==> config.mk <==
export PLATFORM = sky130hd
export DESIGN_NAME = serial_dot_product
export DESIGN_NICKNAME = d
export VERILOG_FILES = /design/src/rtl/serial_dot_product.sv
export SDC_FILE = /design/constraint.sdc
export NUM_CORES = 1
export LEC_CHECK = 0
export CORE_UTILIZATION = 61
export CTS_CLUSTER_DIAMETER = 60
export DETAILED_ROUTE_END_ITERATION = 6
export DONT_BUFFER_PORTS = 1
export PLACE_DENSITY_LB_ADDON = 0.2
export SLEW_MARGIN = 20
export SYNTH_ARGS = -nofsm -noshare
export SYNTH_HDL_FRONTEND = slang
export SYNTH_SLANG_ARGS = --single-unit
==> constraint.sdc <==
create_clock -name clock -period 2.17 [get_ports clock]
set_clock_uncertainty 0.05 [all_clocks]
set_input_delay 0.3255 -clock clock [delete_from_list [all_inputs] [get_ports clock]]
set_output_delay 0.3255 -clock clock [all_outputs]
set_load 0.1 [all_outputs]
==> src/rtl/serial_dot_product.sv <==
// serial_dot_product
//   Bit-serial binary dot-product engine. Captures two WIDTH-bit operands on
//   start. Each RUN cycle it combines LANES bit-pairs with AND (mode=0) or
//   XNOR (mode=1) and adds their popcount to a running sum. It then reports the
//   sum with a one-cycle done pulse.
//
//   Optional feature macro: SDP_ACCUM_EN. When defined, this adds a saturating
//   running accumulator of results (acc) and a synchronous clear (acc_clear).
//
// Ports
//   clock      in   1      single clock, posedge
//   reset      in   1      synchronous, active-high
//   start      in   1      request, sampled only in IDLE
//   mode       in   1      0 = AND, 1 = XNOR (latched on accept)
//   a, b       in   WIDTH  operands (latched on accept)
//   busy       out  1      state != IDLE
//   done       out  1      one-cycle pulse, result valid
//   result     out  OUT_W  last completed result, held until next done
//   acc_clear  in   1      [SDP_ACCUM_EN] synchronous accumulator clear
//   acc        out  ACC_W  [SDP_ACCUM_EN] saturating sum of results
//
// state  | meaning
// IDLE   | waiting for start
// RUN    | consuming LANES bit-pairs per cycle, STEPS cycles
// DONE   | result valid, done pulse, back to IDLE
module serial_dot_product #(
  parameter int WIDTH = 16,
  parameter int LANES = 1,
  parameter int ACC_W = 16,
  localparam int STEPS = WIDTH / LANES,
  localparam int OUT_W = $clog2(WIDTH + 1)
) (
  input  logic             clock,
  input  logic             reset,
  input  logic             start,
  input  logic             mode,
  input  logic [WIDTH-1:0] a,
  input  logic [WIDTH-1:0] b,
  output logic             busy,
  output logic             done,
  output logic [OUT_W-1:0] result
`ifdef SDP_ACCUM_EN
  ,
  input  logic             acc_clear,
  output logic [ACC_W-1:0] acc
`endif
);

  localparam logic [1:0] S_IDLE = 2'd0;
  localparam logic [1:0] S_RUN  = 2'd1;
  localparam logic [1:0] S_DONE = 2'd2;

  localparam int PC_W  = $clog2(LANES + 1);
  // A single-step configuration still needs a 1-bit counter.
  localparam int CNT_W = (STEPS > 1) ? $clog2(STEPS) : 1;

  logic [1:0]       state;
  logic [WIDTH-1:0] a_sh;
  logic [WIDTH-1:0] b_sh;
  logic             mode_q;
  logic [CNT_W-1:0] cnt;
  logic [OUT_W-1:0] sum;
  logic [OUT_W-1:0] sum_next;
  logic [LANES-1:0] pair;
  logic [PC_W-1:0]  pc;
  logic             last_step;

  assign pair = mode_q ? ~(a_sh[LANES-1:0] ^ b_sh[LANES-1:0])
                       :  (a_sh[LANES-1:0] & b_sh[LANES-1:0]);

  always_comb begin
    pc = '0;
    for (int i = 0; i < LANES; i++) begin
      pc = pc + PC_W'(pair[i]);
    end
  end

  // sum never exceeds WIDTH, so OUT_W bits cannot overflow.
  assign sum_next  = sum + OUT_W'(pc);
  assign last_step = (cnt == CNT_W'(STEPS - 1));

  always_ff @(posedge clock) begin
    if (reset) begin
      state  <= S_IDLE;
      a_sh   <= '0;
      b_sh   <= '0;
      mode_q <= 1'b0;
      cnt    <= '0;
      sum    <= '0;
      result <= '0;
    end else begin
      case (state)
        S_IDLE: begin
          if (start) begin
            a_sh   <= a;
            b_sh   <= b;
            mode_q <= mode;
            sum    <= '0;
            cnt    <= '0;
            state  <= S_RUN;
          end
        end
        S_RUN: begin
          sum  <= sum_next;
          a_sh <= a_sh >> LANES;
          b_sh <= b_sh >> LANES;
          cnt  <= cnt + CNT_W'(1);
          if (last_step) begin
            // Load result on the final step so it is valid alongside done.
            result <= sum_next;
            state  <= S_DONE;
          end
        end
        S_DONE:  state <= S_IDLE;
        default: state <= S_IDLE;
      endcase
    end
  end

  assign busy = (state != S_IDLE);
  assign done = (state == S_DONE);

`ifdef SDP_ACCUM_EN
  // One extra bit over the wider operand keeps the raw sum exact before
  // saturation, even when OUT_W exceeds ACC_W.
  localparam int SUM_W = ((ACC_W > OUT_W) ? ACC_W : OUT_W) + 1;
  localparam logic [SUM_W-1:0] ACC_MAX = {{(SUM_W - ACC_W){1'b0}}, {ACC_W{1'b1}}};

  logic [SUM_W-1:0] acc_base;
  logic [SUM_W-1:0] acc_sum;

  // Clear coinciding with done means clear first, then add.
  assign acc_base = acc_clear ? '0 : SUM_W'(acc);
  assign acc_sum  = acc_base + SUM_W'(result);

  always_ff @(posedge clock) begin
    if (reset) begin
      acc <= '0;
    end else if (state == S_DONE) begin
      acc <= (acc_sum > ACC_MAX) ? ACC_MAX[ACC_W-1:0] : acc_sum[ACC_W-1:0];
    end else if (acc_clear) begin
      acc <= '0;
    end
  end
`endif

endmodule

==> results of run 1 <==
[critical path, delay by kind of cell, from the launching register on]
family,cells,cell delay [ns]
AO/OA/AOI/OAI,1,0.23
XOR/XNOR,1,0.17
adder cells (fa/ha/maj),3,0.73
flip-flops,1,0.34
multiplexers,1,0.14
AND/OR/NAND/NOR,1,0.12
[final cells by class]
cell class / instances / area (µm²) / area share
flip-flops and latches: 49 / 981 / 0.441
multi-input cells: 154 / 970 / 0.436
repair buffers: 16 / 138 / 0.0619
clock buffers: 7 / 55.1 / 0.0247
well taps: 44 / 55.1 / 0.0247
inverters: 7 / 26.3 / 0.0118
[what timing repair did]
action | 4_1_cts | 5_1_grt
hold buffers | 2 | 1
endpoints found under the hold margin | 41 | 1
endpoints found under the setup margin | 0 | 0
[where the power goes]
group / switching (mW) / internal [mW]
Sequential: 0.0282 / 0.952
Combinational: 0.136 / 0.0809
Clock: 0.265 / 0.153
Total: 0.429 / 1.19
[cells in the mapped netlist (4+ instances only)]
cell	n
ha_1	4
clkbuf_1	9
o221a_1	6
dfxtp_1	49
nand3_1	11
a211oi_1	5
inv_1	7
nor2_1	15
a22oi_1	18
a21oi_1	39
nand2_1	26
a2111oi_2	5
buf_2	6
[layer usage]
layer | GRT usage | part of all wire | up-vias
li1 | - | - | 833
met1 | 0.321 | 0.42 | 808
met2 | 0.424 | 0.50 | 50
met3 | 0.0671 | 0.071 | 8
met4 | 0.133 | 0.011 | 0
met5 | 0 | 0 | -
[metrics by stage]
step	setup WS, ns	hold WS, ns	power (mW)	cell area [µm²]	util
6_report	0.325	0.0400	1.62	2220	0.711
5_1_grt	0.188	0.0266	1.68	2220	0.711
4_1_cts	0.304	0.00707	1.61	2210	0.708
3_5_place_dp	0.325	0.351	1.20	2130	0.681
3_3_place_gp	0.455	0.349	1.18	2130	0.681
2_1_floorplan	0.0452	0.387	1.16	2060	-
[registers in the layout (all words and copies together) (netlist names)]
name,flops
a_sh,16
b_sh,16
cnt,4
mode_q,1
result,5
state,2
sum,5
[how the worst min path moves through the flow]
stage / startpoint / end / cells after the start
floorplan: a_sh[1] / a_sh[1] / 2
global placement: reset / a_sh[6] / 1
detailed placement: reset / a_sh[6] / 1
CTS: reset / sum[3] / 1
global route: b[15] / b_sh[15] / 2
finish: b[15] / b_sh[15] / 2
[kinds of logic after synthesis]
family | synth area share
mux | 0.00973
fa+ha+maj | 0.0243
compound gates | 0.281
buf+inv | 0.0547
flops | 0.477
xor+xnor | 0.0128
simple gates | 0.141
==> reports/metrics.cfg, run 1 <==
[clocking]
root_buffer=clkbuf_4
postCtsSetupRepairBufs=0
clk_latency_ns=0.36
path_clk_slew_ns=0.13
cts_tree=yes
htree_levels=2
cts_buffer_depth=2
cts_resized=0
numCtsBuffers=5
cts.sinks=49

[synthesis]
netlist.area_leader.share=0.477
synth_area_leaders=dfxtp_1 (48%), a21oi_1 (9.5%), a22oi_1 (6.6%)
avgSynthCellArea_um2=9.03
yosysSeqAreaShare=0.477
netlist_area_um2=2060
yosysUniqueCellTypes=32
synth-edff-count=0
synth_nets=268
synth_top_area_cell=dfxtp_1
async_flop_share=0
yosys_warnings=0
syn-instance-count=228
synth.ff_latch_count=49
ys.flop_type=dfxtp_1

[global_route]
grt_antenna_before_repair=0
grtUsageTotal=0.262
grt_overflow=0
grt_max_degree=42
grt_pass1_wl_um=6940
grt_pass1_vias=1558

[critical_path]
cp.arrival_ns=2.08
r2r-start=a_sh[0]
r2r_cells=7
crit_required_ns=2.41
slowest_stage=dfxtp_1
worstSetupPathType=reg -> reg
r2r_end=result[4]
critPathMaxFanout=4
cpMostUsedCell=ha_1
crit_chain=ha_1, mux2i_1, ha_1, ha_1, nand3_1, xor2_1, a211oi_1
startpoint=a_sh[0]
r2r_slack_ns=0.33
max_stage_delay_ns=0.34
worstSetupEndpoint=result[4]
cp-end-kind=flip-flop
cp-start-kind=flip-flop

[floorplan]
coreArea_um2=3130
row_count=20
ios=43
die_x_um=60.1
start_util=0.658
die_h_um=60.1
die_area_um2=3610

[final_layout]
final_common_cell=dfxtp_1
fillers=242
final_cells=277
final_cell_mix=dfxtp_1 (49), a21oi_1 (39), nand2_1 (26)
nets=273
drive_gt1_frac=0.129
diodes=0
syn2layout_area_growth_pct=8.08

[place]
gp_congestion=0.775
place_inst=267
dpl.hpwl_um=2980
portBuffers=0

[sta]
setup_violations=0
report.final.slew_viol_count=0
rsz0062_at_grt=false
tightest_slew_ns=0.520
final.setup.tns_ns=0
max_freq_mhz=542
period_share=0.850
hold_violations=0
fin_crit_ns=1.84
relSlewSlack=0.656

[status]
outcome=finished clean

[power]
ir_worst_vdd_mv=0.430
p_per_area_nw_per_um2=726
p_leak_nw=0.810

[route]
wire_per_inst_um=16.2
drt_iter0_drc=132
ant_nets=0
routed-via-count=1699
drt_wl_total_um=4490
first_pass_iters=4
route.detailed.drc=0
vias_per_cell=6.13

[flow_run]
cap_viol_max_count=0

[hold_path]
hold_path_class=in -> reg

Note: power is estimated with default switching activity, not from simulation.
==> inputs of run 2 (changes only) <==
--- a/config.mk
+++ b/config.mk
@@ -5,11 +5,13 @@
 export SDC_FILE = /design/constraint.sdc
 export NUM_CORES = 1
 export LEC_CHECK = 0
+export CORE_MARGIN = 8
 export CORE_UTILIZATION = 61
 export CTS_CLUSTER_DIAMETER = 60
 export DETAILED_ROUTE_END_ITERATION = 6
 export DONT_BUFFER_PORTS = 1
 export PLACE_DENSITY_LB_ADDON = 0.2
+export REMOVE_ABC_BUFFERS = 1
 export SLEW_MARGIN = 20
 export SYNTH_ARGS = -nofsm -noshare
 export SYNTH_HDL_FRONTEND = slang
==> run 2 against run 1 <==
  * Total power grew 8.1%
  * First-iteration DRC count is 7.6% lower
  * Worst setup slack improved by 0.057 ns
  * Cell area rose by 0.68%
  * Sequential power is essentially flat
  * Combinational power shrank 3%
  * Global-route usage decreased by 8.8 points
  * Sequential share of layout area shrank 0.30 points
  * Critical path depth did not move
  * Cell count grew 0.36%
  * Hold slack lost 0.017 ns
  * Sequential cell count unchanged
==> reports/metrics.cfg, run 2 (synthesis results as in run 1) <==
[status]
outcome=finished clean

[critical_path]
crit_buf_inv=0
cp_top_family=adder cells
critPathMaxFanout=4
cp-end-kind=flip-flop
crit_chain=ha_1, mux2i_1, ha_1, ha_1, nand3_1, xor2_1, a211oi_1
r2r_slack_ns=0.38
slowest_stage=dfxtp_1
max_stage_delay_ns=0.34
cp-start-kind=flip-flop
cp.depth=7
crit_required_ns=2.42
r2r_cells=7
cp.arrival_ns=2.04
cpMostUsedCell=ha_1
worstSetupPathType=reg -> reg

[sta]
whs_ns=0.0233
report.final.slew_viol_count=0
tightest_slew_ns=0.699
final.setup.tns_ns=0
rsz0062_at_grt=false
setup_violations=0
fin_ws_ns=0.382
fin_crit_ns=1.79
max_freq_mhz=559
relSlewSlack=0.534
hold_violations=0
period_share=0.824

[global_route]
grt_pass1_vias=1632
grtUsageTotal=0.175
grt_pass1_wl_um=7410
grt_max_degree=44
grt_overflow=0
grt_antenna_before_repair=0

[clocking]
clk_latency_ns=0.37
cts_tree=yes
root_buffer=clkbuf_4
cts_resized=0
postCtsSetupRepairBufs=0
numCtsBuffers=5
cts_buffer_depth=2
path_clk_slew_ns=0.13
htree_levels=2
cts.sinks=49

[final_layout]
syn2layout_area_growth_pct=8.81
final_common_cell=dfxtp_1
reg_top3=a_sh (16), b_sh (16)
utilization=0.682
nets=271
diodes=0
final_cell_mix=dfxtp_1 (49), a21oi_1 (39), nand2_1 (26)
drive_gt1_frac=0.129

[floorplan]
die_h_um=74.1
start_util=0.627
die_area_um2=5490
coreArea_um2=3280
row_count=21
die_x_um=74.1
ios=43

[place]
dpl.hpwl_um=3010
portBuffers=0
post-place-ws_ns=0.409
gp_congestion=0.720

[hold_path]
hold_depth=2
hold_path_class=in -> reg

[power]
clkPwrFrac=0.319
swShare=0.253
p_leak_nw=0.815
p_per_area_nw_per_um2=779
combPwrFrac=0.121
power.switching_mw=0.441
pwr-share-seq=0.561
total_power_mw=1.75
p_int_mw=1.30
ir_worst_vdd_mv=0.464

[route]
drt_iter0_drc=122
first_pass_iters=4
vias_per_cell=6.08
ant_nets=0
wire_per_inst_um=16.4
routed-via-count=1691
drt_wl_total_um=4550
route.detailed.drc=0

[flow_run]
cap_viol_max_count=0

## run 2: cell count changes in the layout (fill, tap and decap cells not counted)
cell	before	now
buf_4	13	12
bufinv_16	0	1
dlygate4sd3_1	2	1
## run 2: cell type report
| type | count | area, µm² |
|---|---|---|
| clock buffers | 7 | 55.1 |
| inverters | 7 | 26.3 |
| well taps | 46 | 57.6 |
| flip-flops and latches | 49 | 981 |
| clock inverters | 1 | 30.0 |
| repair buffers | 14 | 120 |
| fillers | 282 | 1040 |
| multi-input cells | 154 | 970 |
## run 2: metrics by stage
step / area (µm²) / instances
finish: 2240 / 278
global route: 2240 / 278
CTS: 2230 / 277
detailed placement: 2120 / 268
global placement: 2120 / 268
floorplan: 1970 / 210
## run 2: power groups by stage
stage / logic, mW / clock network, mW / registers, mW
final: 0.211 / 0.556 / 0.978
after global routing: 0.236 / 0.603 / 0.985
after CTS: 0.210 / 0.568 / 0.979
after detailed placement: 0.193 / 0 / 0.999
after global placement: 0.184 / 0 / 0.995
after floorplan: 0.145 / 0 / 0.991
## run 2: final timing paths
path         startpoint         to
min reg2reg     b_sh[4]    b_sh[4]
max reg2reg     a_sh[0]  result[4]
max             a_sh[0]  result[4]
min               b[15]   b_sh[15]
## run 2: timing repair
item	in CTS	in global routing
hold buffers	1	1
endpoints found under the hold margin	43	1
setup endpoints to repair	0	0
## run 2: layer usage
layer	share of wire	GRT usage	vias up
met4	0.015	0.0887	0
met2	0.49	0.277	49
met1	0.42	0.201	806
met3	0.083	0.0647	6
met5	0	0	-
li1	-	-	830
